`src/rtl/mips_pkg.sv`:
```
// Shared types and constants for the instruction-fetch slice: fetch FSM states,
// the (instr, pc4) word carried through the pipeline, and PC alignment.
package mips_pkg;

  localparam int XLEN = 32;
  localparam logic [XLEN-1:0] NOP     = 32'h0000_0000;
  localparam logic [XLEN-1:0] PC_STEP = 32'd4;

  typedef enum logic [1:0] {
    ST_IDLE  = 2'd0,
    ST_REQ   = 2'd1,
    ST_HOLD  = 2'd2,
    ST_DRAIN = 2'd3
  } fetch_state_e;

  typedef struct packed {
    logic [XLEN-1:0] instr;
    logic [XLEN-1:0] pc4;
  } fetch_word_t;

  function automatic logic [XLEN-1:0] align_pc(input logic [XLEN-1:0] pc);
    return {pc[XLEN-1:2], 2'b00};
  endfunction

endpackage

```
`src/rtl/fetch_skid.sv`:
```
// One-entry holding register for a fetched word that arrived while the
// IF/ID slot was full and stalled.
module fetch_skid
  import mips_pkg::*;
(
  input  logic        clk,
  input  logic        rst_n,
  input  logic        load,
  input  logic        clear,
  input  fetch_word_t d,
  output logic        valid,
  output fetch_word_t q
);

  logic        valid_q, valid_d;
  fetch_word_t word_q, word_d;

  always_comb begin
    valid_d = valid_q;
    word_d  = word_q;
    if (clear) begin
      valid_d = 1'b0;
      word_d  = '0;
    end else if (load) begin
      valid_d = 1'b1;
      word_d  = d;
    end
  end

  // NOTE: a single entry is cheap to reset, so the data is cleared along with
  // valid; a deeper buffer would reset only its valid bits.
  always_ff @(posedge clk or negedge rst_n) begin
    if (!rst_n) begin
      valid_q <= 1'b0;
      word_q  <= '0;
    end else begin
      valid_q <= valid_d;
      word_q  <= word_d;
    end
  end

  assign valid = valid_q;
  assign q     = word_q;

endmodule

```
`src/rtl/fetch_unit.sv`:
```
// Instruction fetch: one outstanding memory request, IF/ID output slot with a
// one-entry skid for stalls, and redirect handling that drains an in-flight request.
module fetch_unit
  import mips_pkg::*;
#(
  parameter logic [31:0] RESET_PC = 32'h0000_0000
) (
  input  logic        clk,
  input  logic        rst_n,
  output logic        imem_req,
  output logic [31:0] imem_addr,
  input  logic        imem_ack,
  input  logic [31:0] imem_data,
  input  logic        stall,
  input  logic        redirect,
  input  logic [31:0] redirect_pc,
  output logic        if_valid,
  output logic [31:0] if_instr,
  output logic [31:0] if_pc4
);

  fetch_state_e state_q, state_d;
  logic [XLEN-1:0] pc_q, pc_d;
  logic [XLEN-1:0] pend_pc_q, pend_pc_d;
  logic            if_valid_q, if_valid_d;
  logic [XLEN-1:0] if_instr_q, if_instr_d;
  logic [XLEN-1:0] if_pc4_q, if_pc4_d;

  logic            skid_load, skid_clear, skid_valid;
  fetch_word_t     skid_d, skid_q;

  logic [XLEN-1:0] pc_plus4;
  logic [XLEN-1:0] redirect_tgt;
  logic            slot_accepts;
  logic            transfer;

  assign pc_plus4     = pc_q + PC_STEP;
  assign redirect_tgt = align_pc(redirect_pc);
  assign slot_accepts = !if_valid_q || !stall;
  assign transfer     = if_valid_q && !stall;

  fetch_skid u_skid (
    .clk   (clk),
    .rst_n (rst_n),
    .load  (skid_load),
    .clear (skid_clear),
    .d     (skid_d),
    .valid (skid_valid),
    .q     (skid_q)
  );

  // NOTE: every signal gets a default before the case so no path leaves one
  // unassigned, which would otherwise infer a latch.
  always_comb begin
    state_d    = state_q;
    pc_d       = pc_q;
    pend_pc_d  = pend_pc_q;
    if_valid_d = if_valid_q;
    if_instr_d = if_instr_q;
    if_pc4_d   = if_pc4_q;
    skid_load  = 1'b0;
    skid_clear = 1'b0;
    skid_d     = '{instr: imem_data, pc4: pc_plus4};

    if (transfer) if_valid_d = 1'b0;

    if (redirect) begin
      // Flush everything; an unacked request must still complete at its old address.
      if_valid_d = 1'b0;
      skid_clear = 1'b1;
      if ((state_q == ST_REQ || state_q == ST_DRAIN) && !imem_ack) begin
        pend_pc_d = redirect_tgt;
        state_d   = ST_DRAIN;
      end else begin
        pc_d    = redirect_tgt;
        state_d = ST_REQ;
      end
    end else begin
      unique case (state_q)
        ST_IDLE: state_d = ST_REQ;
        ST_REQ: begin
          if (imem_ack) begin
            pc_d = pc_plus4;
            if (slot_accepts) begin
              if_instr_d = imem_data;
              if_pc4_d   = pc_plus4;
              if_valid_d = 1'b1;
            end else begin
              skid_load = 1'b1;
              state_d   = ST_HOLD;
            end
          end
        end
        ST_HOLD: begin
          if (!stall && skid_valid) begin
            if_instr_d = skid_q.instr;
            if_pc4_d   = skid_q.pc4;
            if_valid_d = 1'b1;
            skid_clear = 1'b1;
            state_d    = ST_REQ;
          end
        end
        ST_DRAIN: begin
          if (imem_ack) begin
            pc_d    = pend_pc_q;
            state_d = ST_REQ;
          end
        end
        default: state_d = ST_IDLE;
      endcase
    end
  end

  // NOTE: sequential state uses non-blocking assignments so every flop samples
  // the pre-edge values regardless of statement order.
  always_ff @(posedge clk or negedge rst_n) begin
    if (!rst_n) begin
      state_q    <= ST_IDLE;
      pc_q       <= RESET_PC;
      pend_pc_q  <= '0;
      if_valid_q <= 1'b0;
      if_instr_q <= NOP;
      if_pc4_q   <= '0;
    end else begin
      state_q    <= state_d;
      pc_q       <= pc_d;
      pend_pc_q  <= pend_pc_d;
      if_valid_q <= if_valid_d;
      if_instr_q <= if_instr_d;
      if_pc4_q   <= if_pc4_d;
    end
  end

  always_comb begin
    imem_req  = (state_q == ST_REQ) || (state_q == ST_DRAIN);
    imem_addr = pc_q;
    if_valid  = if_valid_q;
    if_instr  = if_instr_q;
    if_pc4    = if_pc4_q;
  end

endmodule

```
`config.mk`:
```
export PLATFORM = sky130hd
export DESIGN_NAME = fetch_unit
export DESIGN_NICKNAME = d
export VERILOG_FILES = /design/src/rtl/mips_pkg.sv /design/src/rtl/fetch_skid.sv /design/src/rtl/fetch_unit.sv
export SDC_FILE = /design/constraint.sdc
export NUM_CORES = 1
export LEC_CHECK = 0
export CAP_MARGIN = 15
export CORE_MARGIN = 5
export CORE_UTILIZATION = 33
export DETAILED_ROUTE_END_ITERATION = 6
export RECOVER_POWER = 25
export SLEW_MARGIN = 20
export SYNTH_ARGS = -nofsm -noshare
export SYNTH_HDL_FRONTEND = slang
export SYNTH_SLANG_ARGS = --single-unit
```
`constraint.sdc`:
```
create_clock -name clk -period 2.12 [get_ports clk]
set_input_delay 0.212 -clock clk [delete_from_list [all_inputs] [get_ports clk]]
set_output_delay 0.212 -clock clk [all_outputs]
set_load 0.05 [all_outputs]
```
# After elaboration in Yosys (flattened, before gate mapping)
# Cells that the tools add are included.
[word_totals]
register_bits = 194
latchBits = 0
mem_bits_rw = 0
romBits = 0
input_bits = 69
output_inout_bits = 98
n_memories = 0
[op_classes]
addsub = 1
n_mul = 0
div_mod_pow = 0
magnitude_cmp = 0
eq_ne = 11
n_shift = 0
n_mux = 37
n_bitwise = 1
n_reduce_logical = 16
[op_table]
columns = ["operator", "count"]
rows = [
  ["two-way mux 32 bit", 10],
  ["case mux 32 bit (2 select lines)", 3],
  ["two-way mux 64 bit", 2],
  ["adder 32 x 3 -> 32 bit, second input constant", 1],
  ["two-way mux 1 bit", 14],
  ["two-way mux 2 bit", 6],
  ["!= test 3 bit, second input constant", 4],
  ["!= test 2 bit, second input constant", 4],
  ["case mux 2 bit (4 select lines)", 1],
  ["AND reduction 4 bit", 2],
  ["AND reduction 5 bit", 1],
  ["== test 2 bit, second input constant", 2],
  ["nonzero test 2 bit", 2],
  ["logical AND 1 bit", 3],
  ["zero test 1 bit", 3],
  ["nonzero test 3 bit", 1],
  ["== test 2 x 1 -> 1 bit, second input constant", 1],
  ["zero test 2 bit", 1],
  ["logical OR 1 bit", 2],
  ["case mux 1 bit (2 select lines)", 1],
  ["AND reduction 2 bit", 1],
  ["inverter 1 bit", 1],
]

# Depth between registers and ports, before layout
[depth]
depth_word = 8
mapped_depth = 10
mapped_depth_nobuf = 7

# Cells and area by module
# Synthesis repeated with hierarchy kept, for this count alone.
[unflattened]
hier_cells = 917
area_unflattened_um2 = 9524.1
[by_module_without_submodules]
columns = ["mod", "n_inst", "cells_each", "area_per_inst_um2", "seq_area_each_um2"]
rows = [
  ["fetch_unit", 1, 708, 6887.9, 3178.0],
  ["fetch_skid", 1, 209, 2636.3, 1626.6],
]

# Least setup slack after synthesis
# OpenSTA, ideal clock, no wires.
[synth_path]
path_type = "reg2reg"
startpoint = "reg pc_q[2] (netlist: imem_addr[2])"
endpoint = "reg pc_q[30] (netlist: imem_addr[30])"
setup_time_ns = 0.127
arrival_time_ns = 2.355
required_ns = 1.993
path_slack_ns = -0.362
stages_incl_launch_ff = 8
path_buffers = 1
period_less_slack_ns = 2.482
cell_sequence = "dfrtp_1 -> ha_1 -> and4_1 -> clkbuf_1 -> nand4_1 -> or4_1 -> o211ai_1 -> a2bb2oi_1"
[synth_via]
elab_chain_cells = 4
[synth_rtl]
columns = ["item", "line_no", "source"]
rows = [
  ["from (decl)", "fetch_unit.sv:23", "logic [XLEN-1:0] pc_q, pc_d;"],
  ["from (signal assigned)", "fetch_unit.sv:126", "pc_q <= pc_d;"],
  ["adder 32 x 3 -> 32 bit", "fetch_unit.sv:37", "assign pc_plus4 = pc_q + PC_STEP;"],
  ["two-way mux 32 bit", "fetch_unit.sv:82", "if (imem_ack) begin"],
  ["case mux 32 bit (2 select lines)", "fetch_unit.sv:79", "unique case (state_q)"],
  ["two-way mux 32 bit", "fetch_unit.sv:67", "if (redirect) begin"],
]
# Every way passes these cells. The select of a mux whose other input is x is not followed.
# A chain may end at the register's enable or synchronous reset.

# Final worst setup path
[layout_path]
startpoint = "reg pc_q[29] (netlist: imem_addr[29])"
endpoint = "out imem_addr[29]"
[layout_lines]
columns = ["item", "line_no", "source"]
rows = [
  ["to (decl)", "fetch_unit.sv:11", "output logic [31:0] imem_addr,"],
]
# No word-level cell between the ends.

==> summary.txt <==
Run status
  • Outcome: finished, final reports clean

Setup path
  • Crit path max-delay family: buffers and inverters
  • CP peak stage delay: 870 ps
  • Setup crit start: imem_addr[29]$_DFFE_PN0P_
  • CP Cell Sequence: clkdlybuf4s50_1
  • CP arrival: 1820 ps
  • Reg2Reg Launch Point: imem_addr[10]$_DFFE_PN0P_
  • Critical path fanouts, max: 7
  • CP Launch Type: flop
  • CP bufs+invs: 1
  • Crit Path Class: reg2out
  • Worst r2r dst: if_pc4[30]$_DFFE_PN0P_
  • Length in cells of the worst reg-to-reg path: 6
  • Reg2reg setup slack: 90 ps
  • Critical path endpoint category: primary output
  • Crit-path slowest cell: clkdlybuf4s50_1
  • Required time worst endpoint: 1910 ps

Die
  • Die H: 176.3 um
  • Row cnt: 60
  • Full die area: 31,080 um^2
  • Initial Utilization: 33.67%
  • Width of the die: 176.3 um
  • Top Ports: 167
  • Core area: 27,100 um^2

Final layout
  • Fin cells: 1,522
  • Final #Nets: 1,210
  • Fill count: 2,586
  • Layout overhead on the synthesized area: 34.79%
  • Final core utilization: 45.38%
  • Share of layout cells above drive strength 1: 16.09%
  • Area of the multi-input gates: 4156 um^2
  • Ant diodes: 0
  • Register area: 4732 um^2
  • Finished Cell Area: 12,300 um^2

Synth
  • Synthesized instance count: 961
  • Register area share after synthesis: 51.56%
  • Cell type with the highest aggregate area in the netlist: dfrtp_1
  • Yosys reg bits: 188
  • Syn Area/Cell: 9.495 um^2
  • Most used DFF post-synth: dfrtp_1
  • Post-synthesis cell area: 9125 um^2
  • Netlist cell types: 57
  • Ys async rst share: 100.0%
  • Yosys top cell area share: 51.56%
  • Warnings from Yosys: 0
  • Post-synth EDFFs: 0
  • Area contributors post-synth: dfrtp_1 52%, nand2_1 6.0%, o21ai_0 5.3%

Job
  • Maxcap violations: 0

Placement
  • Post-DP Area: 11,690 um^2
  • DP Wirelength: 18.82 mm
  • Pre-CTS setup slack: 11.74 ps
  • Dpl cells: 1,488
  • Port Buffers: 160
  • GP Congestion: 0.8224

Timing
  • RSZ-0062 raised after global routing: no
  • Fin crit share: 95.82%
  • Setup TNS: 0 ps
  • Worst slew pin tran: 1327 ps
  • Relative slew margins: 11.51%
  • Clock skew: 31.59 ps
  • Final Hold Vio Count: 0
  • Final setup fails: 0
  • FMAX: 492.3 MHz
  • Post-layout min period: 2031 ps
  • Pins Over Slew Limit: 0
  • Final worst setup slack: 88.57 ps

Min path
  • Hold Path Origin: imem_data[23]
  • Worst hold path stage count: 3
  • Hold EP: u_skid.q[55]$_DFFE_PN0P_
  • Hold Crit Class: in2reg

Clocking
  • TritonCTS clock tree: built
  • Root Buffer: clkbuf_16
  • Cts bufs inserted: 17
  • Worst-skew pair later-pin latency: 450 ps
  • Max clock buf depth: 2
  • CTS H-tree lvls: 4
  • Worst-path clk slew: 80 ps
  • # clock sinks: 188

Drt
  • ANT nets after route: 0
  • Initial drt markers: 520
  • DR vias/cell: 5.190
  • # DRC: 0
  • Via count: 7,899
  • Iteration count of the initial detailed-routing pass: 5
  • DR WL/cell: 17.61 um
  • Final wirelength: 26.80 mm

Global route
  • Largest net degree at the start of global routing: 54
  • GR Overflow Total: 0
  • GRT Total Usage: 17.15%
  • Vias in the first global route: 7,605
  • Initial antenna violation count: 0
  • First-pass GRT wire length: 42.73 mm

Pwr
  • Leakage: 5.034 nW
  • Peak VDD IR: 685.3 uV
  • Power Density: 1314 nW/um^2
[cells by family after synthesis]
group                    share of synthesized area [%]
buffers and inverters                            4.155
AO/OA/AOI/OAI                                    17.30
AND/OR/NAND/NOR                                  16.54
multiplexers                                     8.419
XOR/XNOR                                         1.440
adder cells (fa/ha/maj)                         0.5485
flip-flops                                       51.56
other                                          0.04110
[stage by stage]
stage / hold WS [ps] / total power, W
after floorplan: -83.59 / 0.009970
final: 345.9 / 0.01616
after detailed placement: 192.8 / 0.01301
after global placement: 192.0 / 0.01293
after global routing: 349.1 / 0.01698
after CTS: 280.6 / 0.01630
[flip-flops by register name, summed over array words and instances (netlist names)]
signal and count:
imem_addr 30, u_skid.valid 1, u_skid.q 62, state_q 2, if_instr 32, pend_pc_q 30
if_pc4 30, if_valid 1
[cell usage in the layout (no fill, tap or decap), types with 7 or more instances in the layout]
cell             count
dfrtp_1            168
clkdlybuf4s50_1    157
nand2_1            146
o21ai_0             95
a21oi_1             73
buf_4               63
nor2_1              51
mux2i_1             42
nand3_1             30
mux2_2              29
nor3_1              28
dfrtp_2             19
clkbuf_16           17
and3_1              15
o31a_1              13
xnor2_1             13
nand4_1             12
o211ai_1            12
buf_12              12
inv_1               10
o21ai_1             10
nor4_2               8
o22ai_1              8
a31oi_1              8
nor4_1               7
o21a_1               7
[report_power, final]
part	switching (W)	leakage (nW)	total, W	internal, W
combinational	0.00492	2.37	0.00763	0.00271
sequential	0.000722	2.37	0.00530	0.00457
clock	0.00153	0.293	0.00323	0.00170
[repair_timing]
item                                    in CTS  in global routing
endpoints found under the hold margin       40                  0
hold buffers                                 1                  0
buffers inserted                             0                  1
gates resized for setup                      0                  4
endpoints found under the setup margin       0                  5
[cells in the mapped netlist (all sizes together), types with 2 or more instances]
library cell,instances
nor2,51
nand3,33
or3,5
a21o,2
mux2,30
or4,4
o22a,6
o211a,4
o211ai,12
ha,4
nand4,13
a311oi,2
dfrtp,188
o31a,13
a211oi,4
and3,16
xor2,2
clkbuf,68
a31oi,8
a2bb2oi,3
nor4,15
o21a,7
nor3,28
o31ai,5
o22ai,8
o21ai,105
o41a,2
mux2i,43
buf,13
xnor2,13
a21oi,73
and2,5
inv,11
and4,4
nand2,147
a22o,3
[worst max-delay path by stage]
stage                     depth (start not counted)  slack [ps]                   endpoint
after floorplan                                   7         -50  imem_addr[30]$_DFFE_PN0P_
after global placement                            7          60     if_pc4[16]$_DFFE_PN0P_
after detailed placement                          7          10     if_pc4[17]$_DFFE_PN0P_
after CTS                                         2          50              imem_addr[23]
after global routing                              8           5     if_pc4[17]$_DFFE_PN0P_
final                                             1          90              imem_addr[29]
[layout make-up]
| type | instances | share of cell area [%] |
|---|---|---|
| Clock buffer | 18 | 3.571 |
| Tap cell | 372 | 3.784 |
| Multi-Input combinational cell | 683 | 33.79 |
| Inverter | 12 | 0.3662 |
| Timing Repair Buffer | 235 | 18.80 |
| Sequential cell | 188 | 38.47 |
| Clock inverter | 14 | 1.211 |
[per-layer routing]
metal  vias up  global-route usage, %  wire length (um)
li1       3782                      -                 -
met1      3835                  25.13             12890
met2       261                  25.79             11860
met3        21                  4.026              1722
met4         0                  3.931               323
met5         -                      0                 0
(Power assumes the default switching activity.)
